===== src/rtl/fifo_packetizer.sv =====
// fifo_packetizer: drains fixed-length packets from an upstream FIFO and emits
// them as a header beat followed by PKT_LEN payload beats on a valid/ready stream.
// Ports:
//   clk_i, rst_ni        clock, asynchronous active-low reset
//   en_i                 packet-start enable, sampled only in IDLE
//   fifo_usedw_i         upstream FIFO fill level
//   fifo_empty_i         upstream FIFO empty flag
//   fifo_rd_req_o        FIFO read strobe; fifo_data_i is valid one cycle later
//   fifo_data_i          FIFO read data
//   tx_data_o            output beat ({4'hA, seq} for the header, FIFO word otherwise)
//   tx_valid_o/ready_i   beat handshake; transfer when both are high
//   tx_sop_o, tx_eop_o   first / last beat of a packet
//   pkt_count_o          completed packets, wraps at 2^16
//   busy_o               high whenever the FSM is outside IDLE
module fifo_packetizer #(
  parameter int DATA_WIDTH = 16,
  parameter int ADDR_BITS  = 10,
  parameter int PKT_LEN    = 8
) (
  input  logic                  clk_i,
  input  logic                  rst_ni,
  input  logic                  en_i,
  input  logic [ADDR_BITS-1:0]  fifo_usedw_i,
  input  logic                  fifo_empty_i,
  output logic                  fifo_rd_req_o,
  input  logic [DATA_WIDTH-1:0] fifo_data_i,
  output logic [DATA_WIDTH-1:0] tx_data_o,
  output logic                  tx_valid_o,
  output logic                  tx_sop_o,
  output logic                  tx_eop_o,
  input  logic                  tx_ready_i,
  output logic [15:0]           pkt_count_o,
  output logic                  busy_o
);
  localparam int SW = DATA_WIDTH - 4;
  localparam logic [ADDR_BITS-1:0] LEN  = ADDR_BITS'(PKT_LEN);
  localparam logic [ADDR_BITS-1:0] LAST = ADDR_BITS'(PKT_LEN - 1);
  typedef enum logic [1:0] {IDLE, HDR, PAY} state_t;
  state_t                state_q, state_d;
  logic [ADDR_BITS-1:0]  rd_cnt_q, rd_cnt_d, beat_q, beat_d;
  logic [DATA_WIDTH-1:0] buf0_q, buf0_d, buf1_q, buf1_d;
  logic [1:0]            cnt_q, cnt_d, kept;
  logic                  inflight_q;
  logic [SW-1:0]         seq_q, seq_d;
  logic [15:0]           pkt_q, pkt_d;
  logic                  start, pop, eop_xfer;
  // buf0 is always the head of the 2-entry payload buffer; inflight_q marks a
  // read issued last cycle whose data is on fifo_data_i now.
  // busy follows the FSM, so it stays high across payload gaps.
  always_comb begin
    tx_valid_o    = state_q == HDR || (state_q == PAY && cnt_q != 2'd0);
    tx_sop_o      = state_q == HDR;
    tx_eop_o      = state_q == PAY && cnt_q != 2'd0 && beat_q == LAST;
    tx_data_o     = state_q == HDR ? {4'hA, seq_q} : tx_valid_o ? buf0_q : '0;
    busy_o        = state_q != IDLE;
    start         = state_q == IDLE && en_i && fifo_usedw_i >= LEN;
    pop           = state_q == PAY && cnt_q != 2'd0 && tx_ready_i;
    eop_xfer      = pop && tx_eop_o;
    // a read is allowed while fewer than two words are held or owed, or when a
    // beat leaves this cycle so the total cannot grow past two
    fifo_rd_req_o = state_q != IDLE && rd_cnt_q != '0 && !fifo_empty_i &&
                    (({1'b0, cnt_q} + {2'b0, inflight_q}) < 3'd2 || pop);
    state_d       = start ? HDR : (state_q == HDR && tx_ready_i) ? PAY : eop_xfer ? IDLE : state_q;
    rd_cnt_d      = start ? LEN : rd_cnt_q - ADDR_BITS'(fifo_rd_req_o);
    beat_d        = start ? '0 : beat_q + ADDR_BITS'(pop);
    seq_d         = seq_q + SW'(eop_xfer);
    pkt_d         = pkt_q + 16'(eop_xfer);
    kept          = cnt_q - 2'(pop);
    buf0_d        = inflight_q && kept == 2'd0 ? fifo_data_i : pop ? buf1_q : buf0_q;
    buf1_d        = inflight_q && kept != 2'd0 ? fifo_data_i : buf1_q;
    cnt_d         = kept + 2'(inflight_q);
  end
  always_ff @(posedge clk_i or negedge rst_ni) begin
    if (!rst_ni) begin
      state_q    <= IDLE;
      rd_cnt_q   <= '0;
      beat_q     <= '0;
      buf0_q     <= '0;
      buf1_q     <= '0;
      cnt_q      <= '0;
      inflight_q <= 1'b0;
      seq_q      <= '0;
      pkt_q      <= '0;
    end else begin
      state_q    <= state_d;
      rd_cnt_q   <= rd_cnt_d;
      beat_q     <= beat_d;
      buf0_q     <= buf0_d;
      buf1_q     <= buf1_d;
      cnt_q      <= cnt_d;
      inflight_q <= fifo_rd_req_o;
      seq_q      <= seq_d;
      pkt_q      <= pkt_d;
    end
  end
  assign pkt_count_o = pkt_q;
endmodule

===== config.mk =====
export PLATFORM = sky130hd
export DESIGN_NAME = fifo_packetizer
export DESIGN_NICKNAME = d
export VERILOG_FILES = /design/src/rtl/fifo_packetizer.sv
export SDC_FILE = /design/constraint.sdc
export NUM_CORES = 1
export LEC_CHECK = 0
export CORE_ASPECT_RATIO = 0.9
export CORE_MARGIN = 2
export CORE_UTILIZATION = 50
export DETAILED_ROUTE_END_ITERATION = 16
export GPL_TIMING_DRIVEN = 0
export PLACE_DENSITY = 0.88
export RECOVER_POWER = 25
export SLEW_MARGIN = 20
export SYNTH_ARGS = -nofsm -noshare
export SYNTH_HDL_FRONTEND = slang
export SYNTH_SLANG_ARGS = --single-unit
export TNS_END_PERCENT = 1

===== constraint.sdc =====
create_clock -name clk_i -period 3 [get_ports clk_i]
set_input_delay 0.45 -clock clk_i [delete_from_list [all_inputs] [get_ports clk_i]]
set_output_delay 0.45 -clock clk_i [all_outputs]
set_load 0.1 [all_outputs]

==> results.toml <==
[synth]
synth_edf_count = 0
synthArstFlopShare_pct = 100.0
synthCells = 373
synth-seq-cells = 85
synth_fp_nets = 414
synth_cell_type_count = 44
syn_area_um2 = 4073
seq_area_frac_synth_pct = 52.23
yosysWarnings = 0
postSynthAreaPerCell_um2 = 10.92
ys.flop_type = "dfrtp_1"

[sta]
fin_ws_ps = 42.54
rsz0062_at_grt = "yes"
hold_ws_ps = 465.1
fmax_mhz = 338.1
setup_viol = 0
finClkSkew_ps = 12.39
slew_headroom_pct = -3.165
report.final.slew_viol_count = 28
min_period_ps = 2957
finalSetupTns_ps = 0
finalCritPeriodShare_pct = 98.58
hold_violations = 0
tightest_slew_ps = 1547

[power]
irDropWorstVdd_mv = 0.4456
leakagePower_nw = 2.213
pwr_density_cell_nw_per_um2 = 1132
power.total_mw = 5.729

[critical_path]
reg2reg_from = "beat_q[5]"
crit_fanout = 9
regToRegSetupSlack_ps = 210
r2r_end = "pkt_count_o[14]"
r2r_cells = 8
end_kind = "output port"
cp.required_ps = 2550
critPathKind = "reg2out"
cp-start-kind = "flop"
cp.arrival_ps = 2510

[clock_tree]
clk_latency_ps = 360
hold_buffers = 0
clock-root-buffer = "clkbuf_8"
cts_tree = "built"
cts_max_level = 3
path_clk_slew_ps = 90
clockBufferDepth = 2
clock-sinks = 85
cts_made_buffers = 9
cts_setup_buffers = 0

[die]
coreArea_um2 = 7990
die_h_um = 89.62
die-area_um2 = 8884
die_x_um = 99.14
num_io_pins = 68
rows = 31
start_util_pct = 50.97

[route]
first_pass_iters = 5
drc = 0
via_per_inst = 5.891
routed_wl_um = 9100
drt_iter0_markers = 266
num_vias = 3252
wire_per_inst_um = 16.49
postRouteAntennaNets = 0

[finish]
layout_common_cells = "dfrtp_1 (85), clkdlybuf4s50_1 (42), nand4_1 (24)"
areaGrowthSynthToFinish_pct = 24.21
antennaDiodeCount = 0
drive_gt1_share_pct = 14.57
layout_commonest_cell = "dfrtp_1"
fin_nets = 489

[global_route]
grt_pass1_wl_um = 15120
grt_max_degree = 59
grt_pass1_vias = 3155
gr-usage-all-layers_pct = 21.35
grt-ovfl-total = 0
antenna_found_initial = 0

[status]
violations = "max-capacitance violations, max-slew violations"
outcome = "finished with violations"

[run]
maxCapViolations = 1

[placed_design]
dp_hpwl_um = 6536
portBuffers = 63
gp_congestion = 0.8147
dp_slack_ps = -159.8

[hold_path]
min_path_type = "in2async"
repair_timing:
item	CTS	global route
setup endpoints to repair	20	23
pin swaps	0	0
resized for setup	45	37
flip-flops by register name (all words and copies together), names as in the netlist:
signal,cells
state_q,2
buf1_q,16
cnt_q,2
buf0_q,16
inflight_q,1
beat_q,10
rd_cnt_q,10
seq_q,12
pkt_count_o,16
per-layer routing:
metal	share of wire, %	up-vias	GRT usage (%)
met1	45	1570	29.57
met2	48	116	34.15
li1	-	1552	-
met4	1.7	0	8.717
met5	0	-	0
met3	4.8	14	3.483
cell type report:
| type | count | area [um2] |
|---|---|---|
| Clock inverter | 6 | 110.1 |
| Buffer | 20 | 100.1 |
| Timing Repair Buffer | 64 | 565.5 |
| Tap cell | 99 | 123.9 |
| Clock buffer | 10 | 137.6 |
| Inverter | 12 | 45.04 |
| Fill cell | 616 | 2932 |
| Multi-Input combinational cell | 256 | 1849 |
| Sequential cell | 85 | 2127 |
critical path, cell delays in order, from the launching register on:
cell             delay (ps)
dfrtp_1                 430
nand2b_1                150
buf_2                   170
nor2_1                  350
a22o_1                  210
clkdlybuf4s15_1         840
how the worst max path moves through the flow:
stage | start | endpoint | cells after the start
after floorplan | state_q[1] | rd_cnt_q[6] | 7
after global placement | rst_ni | buf1_q[10] | 1
after detailed placement | beat_q[5] | tx_eop_o | 4
after CTS | state_q[0] | tx_data_o[1] | 5
after global routing | state_q[0] | tx_data_o[3] | 5
final | state_q[0] | tx_data_o[3] | 5
synth_stat cells (2+ instances only):
cell type	instances	share of area, %
ha_1	10	3.1
a21o_1	2	0.37
buf_2	7	0.86
nand4_1	24	3.7
nor2_1	11	1.0
nand3_1	13	1.6
inv_1	11	1.0
nand2_1	9	0.83
xnor2_1	15	3.2
nor3_1	23	2.8
a22o_1	12	2.6
or3_1	8	1.2
and3_1	2	0.31
a21oi_1	15	1.8
or2_2	5	0.77
xor2_1	14	3.0
and4_1	3	0.65
clkbuf_1	9	0.83
and2_1	3	0.46
o21ai_0	7	0.86
dfrtp_1	85	52
nor2b_1	3	0.46
mux2_2	6	1.7
mux2_1	10	2.8
or4_1	6	1.1
nand2b_1	2	0.31
a31oi_1	16	2.5
o31ai_1	21	3.9
nor4_1	6	0.92
logic make-up after synthesis:
kind of cell    share of synthesized area [%]
compound gates                          12.35
xor+xnor                                6.636
fa+ha+maj                               3.072
buf+inv                                 3.563
flops                                   52.23
mux                                     4.424
simple gates                            17.73
per-stage QoR:
| step | instances | area, um2 | utilization, % |
|---|---|---|---|
| final | 552 | 5059 | 63.31 |
| after global routing | 552 | 5059 | 63.31 |
| after floorplan | 373 | 4109 | - |
| after CTS | 552 | 5142 | 64.36 |
| after global placement | 535 | 4863 | 60.87 |
| after detailed placement | 536 | 4888 | 61.18 |
power by group:
| part | switching [mW] | internal (mW) | total [mW] |
|---|---|---|---|
| clock | 0.412 | 0.574 | 0.986 |
| combinational | 2.10 | 0.831 | 2.93 |
| sequential | 0.291 | 1.52 | 1.81 |
Note: power is estimated with default switching activity, not from simulation.
